### config.mk
export PLATFORM = sky130hd
export DESIGN_NAME = sign_mag_enc_pipe
export DESIGN_NICKNAME = d
export VERILOG_FILES = /design/src/rtl/sign_mag_enc_pipe.sv
export SDC_FILE = /design/constraint.sdc
export NUM_CORES = 1
export LEC_CHECK = 0
export ABC_CLOCK_PERIOD_IN_PS = 2140
export CAP_MARGIN = 20
export CORE_AREA = 3 3 105 107
export DETAILED_ROUTE_END_ITERATION = 6
export DIE_AREA = 0 0 108 110
export SETUP_SLACK_MARGIN = 0.4
export SLEW_MARGIN = 20
export SYNTH_ARGS = -nofsm -noshare
export SYNTH_HDL_FRONTEND = slang
export SYNTH_SLANG_ARGS = --single-unit
### constraint.sdc
create_clock -name clk -period 2.14 [get_ports clk]
set_input_delay 0.428 -clock clk [delete_from_list [all_inputs] [get_ports clk]]
set_output_delay 0.428 -clock clk [all_outputs]
set_load 0.01 [all_outputs]
### src/rtl/sign_mag_enc_pipe.sv
// Two-stage signed-operand encoder: per-lane decode to magnitude + sign in S1,
// registered outputs with negative-lane count in S2, single global stall enable.
module sign_mag_enc_pipe #(
  parameter  int W     = 8,
  parameter  int LANES = 4,
  parameter  int SAT   = 1,
  localparam int CW    = $clog2(LANES + 1)
) (
  input  logic               clk,
  input  logic               rst,
  input  logic               in_valid,
  output logic               in_ready,
  input  logic               in_mode,
  input  logic [LANES*W-1:0] data_in,
  output logic               out_valid,
  input  logic               out_ready,
  output logic [LANES*W-1:0] mag_out,
  output logic [LANES-1:0]   sign_out,
  output logic [LANES-1:0]   ovf_out,
  output logic [CW-1:0]      neg_cnt
);

  localparam int MW = W - 1;
  localparam logic [MW-1:0] ONE_LOW = {{(MW-1){1'b0}}, 1'b1};
  // Magnitude reported for the most-negative two's-complement value.
  localparam logic [MW-1:0] MIN_MAG = (SAT != 0) ? {MW{1'b1}} : {MW{1'b0}};

  logic en;
  logic accept;

  logic [LANES*MW-1:0] dec_mag;
  logic [LANES-1:0]    dec_sign;
  logic [LANES-1:0]    dec_ovf;

  logic                s1_valid_q, s1_valid_d;
  logic [LANES*MW-1:0] s1_mag_q, s1_mag_d;
  logic [LANES-1:0]    s1_sign_q, s1_sign_d;
  logic [LANES-1:0]    s1_ovf_q, s1_ovf_d;
  logic [CW-1:0]       s1_cnt;

  logic                out_valid_q, out_valid_d;
  logic [LANES*MW-1:0] mag_q, mag_d;
  logic [LANES-1:0]    sign_q, sign_d;
  logic [LANES-1:0]    ovf_q, ovf_d;
  logic [CW-1:0]       cnt_q, cnt_d;

  assign en       = ~out_valid_q | out_ready;
  assign in_ready = en & ~rst;
  assign accept   = in_valid & in_ready;

  genvar gi;
  generate
    for (gi = 0; gi < LANES; gi++) begin : g_lane
      logic [W-1:0]  x;
      logic          s;
      logic [MW-1:0] low;
      logic [MW-1:0] neg_low;
      logic          is_min;

      assign x       = data_in[gi*W +: W];
      assign s       = x[W-1];
      assign low     = x[MW-1:0];
      assign neg_low = ~low + ONE_LOW;
      // Pattern 100..0: most-negative in two's complement, negative zero in sign-magnitude.
      assign is_min  = s & (low == {MW{1'b0}});

      assign dec_sign[gi] = in_mode ? (s & ~is_min) : s;
      assign dec_ovf[gi]  = ~in_mode & is_min;
      assign dec_mag[gi*MW +: MW] = in_mode ? low :
                                    is_min  ? MIN_MAG :
                                    s       ? neg_low : low;

      assign mag_out[gi*W +: W] = {1'b0, mag_q[gi*MW +: MW]};
    end
  endgenerate

  always_comb begin
    s1_valid_d = s1_valid_q;
    s1_mag_d   = s1_mag_q;
    s1_sign_d  = s1_sign_q;
    s1_ovf_d   = s1_ovf_q;
    if (en) begin
      s1_valid_d = accept;
      s1_mag_d   = dec_mag;
      s1_sign_d  = dec_sign;
      s1_ovf_d   = dec_ovf;
    end
  end

  always_comb begin
    s1_cnt = {CW{1'b0}};
    for (int i = 0; i < LANES; i++) begin
      s1_cnt = s1_cnt + CW'(s1_sign_q[i]);
    end
  end

  always_comb begin
    out_valid_d = out_valid_q;
    mag_d       = mag_q;
    sign_d      = sign_q;
    ovf_d       = ovf_q;
    cnt_d       = cnt_q;
    if (en) begin
      out_valid_d = s1_valid_q;
      mag_d       = s1_mag_q;
      sign_d      = s1_sign_q;
      ovf_d       = s1_ovf_q;
      cnt_d       = s1_cnt;
    end
  end

  always_ff @(posedge clk) begin
    if (rst) begin
      s1_valid_q  <= 1'b0;
      s1_mag_q    <= '0;
      s1_sign_q   <= '0;
      s1_ovf_q    <= '0;
      out_valid_q <= 1'b0;
      mag_q       <= '0;
      sign_q      <= '0;
      ovf_q       <= '0;
      cnt_q       <= '0;
    end else begin
      s1_valid_q  <= s1_valid_d;
      s1_mag_q    <= s1_mag_d;
      s1_sign_q   <= s1_sign_d;
      s1_ovf_q    <= s1_ovf_d;
      out_valid_q <= out_valid_d;
      mag_q       <= mag_d;
      sign_q      <= sign_d;
      ovf_q       <= ovf_d;
      cnt_q       <= cnt_d;
    end
  end

  assign out_valid = out_valid_q;
  assign sign_out  = sign_q;
  assign ovf_out   = ovf_q;
  assign neg_cnt   = cnt_q;

endmodule
* Yosys cells after proc, flatten, opt, wreduce, memory -nomap -nowiden *
Index checks and enable logic that the tools add are counted.

word-level totals
  flip-flop bits (word level) = 77
  bits of input ports = 37

cells by class
  add/subtract/negate cells = 7
  multiplexer cells = 16
  reduce and logical (&&, ||, !) cells = 4
  bitwise gates (word level) = 26

operator list
  operator                                     number
  two-way mux 7 bit                            12
  adder 7 x 1 -> 7 bit, second input constant  4
  logical NOT 7 bit                            4
  inverter 7 bit                               4
  bitwise AND 1 bit                            14
  inverter 1 bit                               7
  two-way mux 1 bit                            4
  adder 2 x 1 -> 3 bit                         1
  adder 3 x 1 -> 3 bit                         1
  adder 1 x 1 -> 2 bit                         1
  OR 1 bit                                     1

* Logic depth before layout (Yosys ltp) *
Gate-level depths: netlist of run 1.

  depth in word-level cells = 5
  gate-level depth with buffers = 7
  gate-level depth less buffers = 7

* Worst setup path after synthesis of run 1 *
Ideal clock, no wire load.

  kind = input -> register
  start = in data_in[9]
  end = reg s1_sign_q[1]
  slack = 386 ps
  required time = 2023 ps
  arrival = 1636 ps
  cell stages on the path = 6
  cells stage by stage = inv_1 > ha_1 > or3b_4 > nor4_4 > nand2_1 > a32o_1

between the ends
  longest elaborated chain between the ends = 5

ends and longest elaborated chain
  element               line  source
  from (decl)           14    input logic [LANES*W-1:0] data_in,
  logical NOT 7 bit     65    assign is_min = s & (low == {MW{1'b0}});
  bitwise AND 1 bit     65
  inverter 1 bit        67    assign dec_sign[gi] = in_mode ? (s & ~is_min) : s;
  bitwise AND 1 bit     67
  two-way mux 1 bit     67
  to (signal assigned)  126   s1_sign_q <= s1_sign_d;
  to (decl)             37    logic [LANES-1:0] s1_sign_q, s1_sign_d;

No other way between the ends.
A chain may end at the register's enable or synchronous reset.

* Worst setup path after layout of run 1 *
  start = reg ovf_q[2], in the netlist ovf_out[2]
  end = out ovf_out[2]

RTL lines
  element                 line  source
  from (decl)             44    logic [LANES-1:0] ovf_q, ovf_d;
  from (signal assigned)  131   ovf_q <= ovf_d;
  to (decl)               19    output logic [LANES-1:0] ovf_out,

No word-level cell between the ends.

==> results of run 1 <==
[logic make-up (layout without fill, tap and decap cells)]
logic type,after synthesis,after routing,share of synthesized area
AND/OR/NAND/NOR,171,171,0.233
AO/OA/AOI/OAI,128,128,0.231
flip-flops,77,77,0.436
buffers and inverters,54,148,0.0715
adder cells (fa/ha/maj),7,7,0.0269
other,1,4,0.00106
[routing by layer]
| metal | GRT usage | part of all wire | wire [µm] |
|---|---|---|---|
| met3 | 0.0239 | 0.036 | 328 |
| met4 | 0.0730 | 0.017 | 158 |
| met2 | 0.244 | 0.45 | 4110 |
| met1 | 0.227 | 0.50 | 4590 |
| met5 | 0 | 0 | 0 |
[stage by stage]
| stage | total power [µW] | setup slack (ns) | TNS, ns | area, µm² | utilization |
|---|---|---|---|---|---|
| floorplan | 1850 | 0.394 | 0 | 3550 | - |
| global placement | 2110 | -0.164 | -0.925 | 4590 | 0.449 |
| detailed placement | 2120 | -0.135 | -1.31 | 4590 | 0.449 |
| CTS | 3430 | 0.396 | 0 | 4860 | 0.475 |
| global route | 3570 | 0.396 | 0 | 4930 | 0.482 |
| finish | 3410 | 0.444 | 0 | 4930 | 0.482 |
[sequential cells by signal (all words and copies together), names as in the netlist]
signal / count
ovf_out: 4
out_valid: 1
mag_q: 28
s1_sign_q: 4
s1_valid_q: 1
s1_mag_q: 28
neg_cnt: 3
sign_out: 4
s1_ovf_q: 4
[how the worst max path moves through the flow]
stage | startpoint | endpoint | slack (ns)
floorplan | data_in[8] | s1_sign_q[1]$_SDFFE_PP0N_ | 0.39
global placement | out_ready | in_ready | -0.16
detailed placement | data_in[9] | s1_sign_q[1]$_SDFFE_PP0N_ | -0.14
CTS | out_ready | in_ready | 0.40
global route | data_in[24] | s1_mag_q[24]$_SDFFE_PP0N_ | 0.40
finish | ovf_out[2]$_SDFFE_PP0N_ | ovf_out[2] | 0.44
[timing repair]
item | in CTS | in global routing
resized for setup | 21 | 25
hold endpoints to repair | 0 | 0
pin swaps | 6 | 5
setup endpoints to repair | 26 | 19
hold buffers | 0 | 0
buffers inserted | 2 | 2
[synth_stat cells, drive strengths merged (6+ instances only)]
master  number  area, µm²
nand2b       8       50.1
a21oi       64        320
nor2        16       60.1
nand3        8       40.0
ha           6       75.1
nor3         6       30.0
nand2      104        398
inv         20       75.1
a211oi       9       67.6
o311ai       8       70.1
buf         10       87.6
nor2b        6       37.5
o31ai        8       65.1
o21ai       10       50.0
dfxtp       77       1540
clkbuf      24       90.1
[layout make-up]
type,instances,share of cell area
clock buffer,10,0.0259
tap,136,0.0345
sequential,77,0.314
multi-input combinational,310,0.370
clock inverter,6,0.0226
inverter,20,0.0152
timing repair buffer,112,0.218
[power by group]
group	switching, µW	internal [µW]
sequential	46.3	1520
combinational	258	266
clock	541	775
total	845	2560
==> results.txt, run 1 <==
FMAX: 590 MHz
via count: 3338
Cells after DPL: 651
Hold Violations, Final: 0
sequential share of the synthesized area: 0.436
commonest non-fill, non-tap cell in the layout: nand2_1
Clock Latency Late Sink: 0.35 ns
FF-to-FF End: neg_cnt[1]$_SDFFE_PP0N_
Distinct cells, synth: 53
H-tree depth: 3
Die H: 110 µm
TritonCTS buffer count: 9
peak supply drop: 0.376 mV
GP Congestion: 0.820
hold depth: 2
critical path's slowest cell: clkdlybuf4s50_1
Cell Chain, Critical Path: clkdlybuf4s50_1
PwrDens: 692 mW/mm²
GRT Total Usage: 0.161
first-pass GRT wire length: 15.4 mm
leakage power: 0.00195 µW
drt total wl: 9.18 mm
Top FF cell, synth: dfxtp_1
Worst Skew: 0.00584 ns
drt first pass iters: 4
CTS sink cnt: 77
ANT cells: 0
crit path DAT: 1.27 ns
Finished Layout Cells: 671
Crit path buffers/inverters: 1
Max-Cap Viols: 0
Slew Limit Fails: 0
setup slack, reg-to-reg: 0.49 ns
root buffer cell: clkbuf_8
Tcrit/Tclk final: 0.793
input/output buffers: 77
status: completed
most frequent cells in the layout: nand2_1, dfxtp_1, a21oi_1, clkdlybuf4s50_1, buf_4
initial antenna violation count: 0
Worst R2R Start: s1_sign_q[3]$_SDFFE_PP0N_
CP Class: flop to output port
multi-input logic area: 0.00182 mm²
pin count of the biggest net entering global routing: 65
Post-synth EDFFs: 0
CP max FO: 2
Slew HR: 0.567
R2R depth: 7
RSZ-0062 raised after global routing: yes
initial DRC count: 151
hold wc startpoint: mag_q[10]$_SDFFE_PP0N_
post-route ant nets: 0
Synth Register Bits: 77
Setup crit start kind: flop
Via density: 4.97
Post-DP HPWL: 6.07 mm
total core area: 0.0102 mm²
Area Overhead vs Synth: 39.3%
floorplan die width: 108 µm
CTS Buffer Depth: 2
layout cells sized above 1: 0.159
Gate Count Post-Synth: 438
Final Critical Period: 1.70 ns
Yosys warnings: 0
worst hold endpoint: mag_q[10]$_SDFFE_PP0N_
ys async rst share: 0
pin slew with the least headroom to its limit: 0.650 ns
Largest stage delay, worst path: 0.55 ns
Row Count: 37
Fillers: 991
Worst setup EP type: output port
worst hold-check path type: flop to flop
GRT overflow: 0
delay-heaviest family, CP: buffers and inverters
Min Hold Slack: 0.451 ns
die area: 0.0119 mm²
total stage count of the critical path: 1
post-DR wirelength/cell: 13.7 µm
Residual DRC: 0
syn avg cell area: 8.08 µm²
CTS tree: done
via count of the first global-routing pass: 3273
clock-pin slew on the worst setup and hold paths: 0.08 ns
Syn Std Cell Area: 0.00354 mm²
Seq. cell area: 0.00155 mm²
Ports: 82
initial core utilization: 0.346
Final setup viols: 0
# nets final: 574
Critical Path RT: 1.71 ns
No activity file was read; power rests on OpenSTA's default activity.
==> run 2: changes to the inputs <==
- ABC_CLOCK_PERIOD_IN_PS: 2140 -> 1400
- clock period: 2.14 -> 1.4 ns (I/O delays scaled with it)
==> run 2 against run 1 <==
The run now ends with setup timing left. Combinational power increased by 140%. Sequential share of layout area down 7.1 points. Clock-buffer cell count increased by 1. Wire length grew 21%. Global-route usage is 2.4 points higher. First-iteration DRC count down 6.6%. Core utilization is 16 points higher.
==> results.txt, run 2 (synthesized netlist as in run 1, its figures left out) <==
status: finished with violations
failing checks: setup timing
Row Count: 37
GP Congestion: 0.855
input/output buffers: 77
Hold Violations, Final: 0
leakage power: 0.00272 µW
total core area: 0.0102 mm²
Area after DPL: 0.00530 mm²
initial DRC count: 141
combinational power share: 0.226
Ports: 82
sw power: 1450 µW
Final setup viols: 11
Clock Latency Late Sink: 0.35 ns
via count: 3852
TritonCTS buffer count: 9
internal power: 4020 µW
drt total wl: 11.2 mm
worst hold-check path type: input port to flop
Critical Path RT: 1.68 ns
Fillers: 824
Cells after DPL: 701
ANT cells: 0
Largest stage delay, worst path: 0.56 ns
Setup WS post-layout: -0.215 ns
pin slew with the least headroom to its limit: 0.676 ns
clock-pin slew on the worst setup and hold paths: 0.08 ns
GRT Total Usage: 0.185
root buffer cell: clkbuf_8
Regs by FF count: mag_q x28, s1_mag_q x28
Finished Layout Cells: 772
CP max FO: 2
Clk pwr share: 0.329
layout cells sized above 1: 0.593
final instance area: 0.00659 mm²
Via density: 4.99
PwrDens: 830 mW/mm²
first-pass GRT wire length: 17.6 mm
die area: 0.0119 mm²
critical path's slowest cell: fa_1
floorplan die width: 108 µm
Reg power frac: 0.445
most frequent cells in the layout: buf_4, buf_6, a21oi_1, nand2_1, nand2_2
Die H: 110 µm
# nets final: 675
Area Overhead vs Synth: 86.2%
peak supply drop: 0.481 mV
CP Class: flop to flop
FMAX: 619 MHz
GRT overflow: 0
Worst Skew: 0.0107 ns
CTS tree: done
post-DR wirelength/cell: 14.4 µm
switch share: 0.265
Residual DRC: 0
drt first pass iters: 4
Min Hold Slack: 0.335 ns
Final Critical Period: 1.62 ns
crit path DAT: 1.89 ns
Tcrit/Tclk final: 1.15
RSZ-0062 raised after global routing: yes
Max-Cap Viols: 0
Cell Chain, Critical Path: inv_2, fa_1, inv_2, ha_4, ha_4, nand2_2, a21oi_2
Worst setup EP type: flop
commonest non-fill, non-tap cell in the layout: buf_4
Slew HR: 0.549
Post-CTS Hold Fix Bufs: 0
initial antenna violation count: 0
initial core utilization: 0.346
CTS sink cnt: 77
pin count of the biggest net entering global routing: 65
Slew Limit Fails: 0
Setup crit start kind: flop
H-tree depth: 3
via count of the first global-routing pass: 3732
CTS Buffer Depth: 2
Post-DP HPWL: 7.06 mm
post-route ant nets: 0
[run 2: power groups by stage]
stage | sequential (µW) | combinational (µW) | clock [µW]
floorplan | 2460 | 448 | 0
global placement | 2450 | 971 | 0
detailed placement | 2450 | 987 | 0
CTS | 2440 | 1150 | 1840
global route | 2450 | 1340 | 1940
finish | 2430 | 1240 | 1800
[run 2: path summary, 6_finish.rpt]
check | startpoint | slack, ns | cells past startpoint | end
worst max-delay path | s1_sign_q[0]$_SDFFE_PP0N_ | -0.22 | 7 | neg_cnt[1]$_SDFFE_PP0N_
worst min-delay path | data_in[0] | 0.34 | 4 | s1_mag_q[0]$_SDFFE_PP0N_
worst min register to register | s1_mag_q[10]$_SDFFE_PP0N_ | 0.45 | 2 | mag_q[10]$_SDFFE_PP0N_
worst max register to register | s1_sign_q[0]$_SDFFE_PP0N_ | -0.22 | 7 | neg_cnt[1]$_SDFFE_PP0N_
[run 2: through the flow]
step	TNS, ns	power [µW]	setup slack [ns]	utilization
global route	-2.14	5730	-0.258	0.644
finish	-0.709	5470	-0.215	0.644
CTS	-0.859	5430	-0.207	0.616
detailed placement	-34.66	3440	-0.748	0.518
global placement	-32.86	3420	-0.729	0.518
floorplan	-0.502	2910	-0.160	-
[run 2: area by class of cell]
class	instances	area [µm²]	share of cell area
flip-flops and latches	77	1600	0.242
clock inverters	5	75.1	0.0114
repair buffers	212	2140	0.324
multi-input cells	311	2340	0.355
inverters	20	138	0.0209
well taps	136	170	0.0258
clock buffers	11	131	0.0199
[run 2: critical path, delay by kind of cell (launching register included)]
family	cells	cell delay (ns)
DFF	1	0.34
adders and majority gates	3	0.96
AOI/OAI and AO/OA	1	0.12
buffers and inverters	2	0.09
and+or+nand+nor	1	0.04
[run 2: routing by layer]
metal	track usage	wire length [µm]
met2	0.341	5870
met3	0.0320	379
met1	0.218	4710
met5	0	0
met4	0.0604	187
[run 2: repair_timing]
action	CTS	global route
gates cloned	7	0
endpoints found under the hold margin	0	0
pin swaps	72	20
resized for setup	423	28
endpoints found under the setup margin	118	118
buffers inserted	24	24
==> run 3: changes to the inputs <==
- ABC_CLOCK_PERIOD_IN_PS: 1400 -> 1650
- clock period: 1.4 -> 1.65 ns (I/O delays scaled with it)
==> run 3 against run 2 <==
The run now ends clean. Sequential cell count stayed put. Critical path depth stayed put. Sequential power down 16%. Die area stayed put. First-iteration DRC count is 3.5% lower. Global-route usage decreased by 0.79 points. Largest cell class unchanged.
==> results.txt, run 3 (synthesized netlist as in run 1, its figures left out) <==
status: completed
fin util: 0.550
FMAX: 629 MHz
post-DR wirelength/cell: 14.8 µm
Max-Cap Viols: 0
H-tree depth: 3
GRT Total Usage: 0.177
CP max FO: 2
worst hold-check path type: input port to flop
via count: 3569
initial DRC count: 136
critical path's slowest cell: fa_1
root buffer cell: clkbuf_8
Row Count: 37
Final Critical Period: 1.59 ns
initial antenna violation count: 0
initial core utilization: 0.346
Residual DRC: 0
Setup crit start kind: flop
TNS Setup: 0 ns
Final setup viols: 0
floorplan die width: 108 µm
Worst Skew: 0.00427 ns
Cell Chain, Critical Path: inv_2, fa_1, inv_2, ha_4, ha_4, nand2_2, a21oi_2
GP Congestion: 0.869
pin count of the biggest net entering global routing: 65
Regs by FF count: mag_q x28, s1_mag_q x28
Via density: 4.96
Worst setup EP type: flop
peak supply drop: 0.314 mV
# nets final: 623
R2R depth: 7
drt first pass iters: 5
Post-DP HPWL: 6.78 mm
Tcrit/Tclk final: 0.963
CP Class: flop to flop
hold depth: 5
Critical Path RT: 1.93 ns
CTS sink cnt: 77
Worst R2R Start: s1_sign_q[3]$_SDFFE_PP0N_
Fillers: 947
layout cells sized above 1: 0.469
Slew HR: 0.552
CTS Buffer Depth: 2
FF-to-FF End: neg_cnt[1]$_SDFFE_PP0N_
GRT overflow: 0
CTS tree: done
clock-pin slew on the worst setup and hold paths: 0.08 ns
leakage power: 0.00236 µW
commonest non-fill, non-tap cell in the layout: nand2_1
ANT cells: 0
die area: 0.0119 mm²
Clock Latency Late Sink: 0.35 ns
via count of the first global-routing pass: 3629
crit path DAT: 1.87 ns
Die H: 110 µm
Slew Limit Fails: 0
CP Capture Point: neg_cnt[1]$_SDFFE_PP0N_
input/output buffers: 77
drt total wl: 10.6 mm
Min Hold Slack: 0.365 ns
total core area: 0.0102 mm²
first-pass GRT wire length: 16.8 mm
crit path from: s1_sign_q[3]$_SDFFE_PP0N_
Hold Violations, Final: 0
most frequent cells in the layout: nand2_1, buf_4, a21oi_1, dfxtp_1, dfxtp_2
TritonCTS buffer count: 9
Ports: 82
PwrDens: 786 mW/mm²
setup slack, reg-to-reg: 0.06 ns
Largest stage delay, worst path: 0.54 ns
post-route ant nets: 0
pin slew with the least headroom to its limit: 0.672 ns
RSZ-0062 raised after global routing: yes
Area Overhead vs Synth: 59.0%
run 3: cell count changes in the layout (fill, tap and decap cells not counted), sizes merged:
cell | before | now
bufinv | 2 | 1
clkdlybuf4s15 | 4 | 11
dlymetal6s2s | 0 | 6
clkdlybuf4s50 | 8 | 2
dlygate4sd2 | 13 | 9
buf | 186 | 129
clkbuf | 12 | 15
inv | 20 | 19
clkinv | 3 | 4
run 3: critical path, delay by kind of cell (launching register included):
family,cells,cell delay [ns]
flip-flops,1,0.34
AND/OR/NAND/NOR,1,0.04
buffers and inverters,2,0.09
adder cells (fa/ha/maj),3,0.94
AO/OA/AOI/OAI,1,0.11
run 3: worst min-delay path by stage:
stage | from | slack [ns] | to
6_report | data_in[9] | 0.37 | s1_mag_q[8]$_SDFFE_PP0N_
5_1_grt | data_in[9] | 0.36 | s1_mag_q[8]$_SDFFE_PP0N_
4_1_cts | data_in[26] | 0.27 | s1_mag_q[23]$_SDFFE_PP0N_
3_5_place_dp | mag_q[15]$_SDFFE_PP0N_ | 0.44 | mag_q[15]$_SDFFE_PP0N_
3_3_place_gp | s1_mag_q[20]$_SDFFE_PP0N_ | 0.44 | s1_mag_q[20]$_SDFFE_PP0N_
2_1_floorplan | s1_mag_q[2]$_SDFFE_PP0N_ | 0.42 | s1_mag_q[2]$_SDFFE_PP0N_
run 3: through the flow:
step | std cells | power (µW) | worst slack, ns | instance area [µm²]
finish | 720 | 4420 | 0.0609 | 5630
detailed placement | 684 | 2860 | -0.614 | 5060
floorplan | 441 | 2440 | 0.0738 | 3760
CTS | 714 | 4410 | 0.0443 | 5520
global route | 720 | 4620 | -0.00728 | 5630
global placement | 684 | 2850 | -0.600 | 5060
run 3: layout make-up:
type	count	area [µm²]	share of cell area
inverter	20	115	0.0205
multi-input combinational	311	2150	0.382
timing repair buffer	160	1390	0.247
clock inverter	4	45.0	0.00801
clock buffer	12	165	0.0294
sequential	77	1590	0.283
tap	136	170	0.0302
run 3: where the power goes:
group	switching [µW]	internal (µW)
Sequential	61.6	1980
Combinational	424	433
Clock	703	816
Total	1190	3230
run 3: repair_timing:
item / in CTS / in global routing
setup buffers: 13 / 6
gates cloned: 1 / 0
gates resized for setup: 267 / 94
pin swaps: 26 / 28
hold buffers: 0 / 0
endpoints found under the hold margin: 0 / 0
endpoints found under the setup margin: 117 / 60
run 3: layer usage:
| metal | global-route usage | part of all wire |
|---|---|---|
| met1 | 0.222 | 0.46 |
| met4 | 0.0586 | 0.0086 |
| met3 | 0.0274 | 0.036 |
| met2 | 0.311 | 0.50 |
| met5 | 0 | 0 |
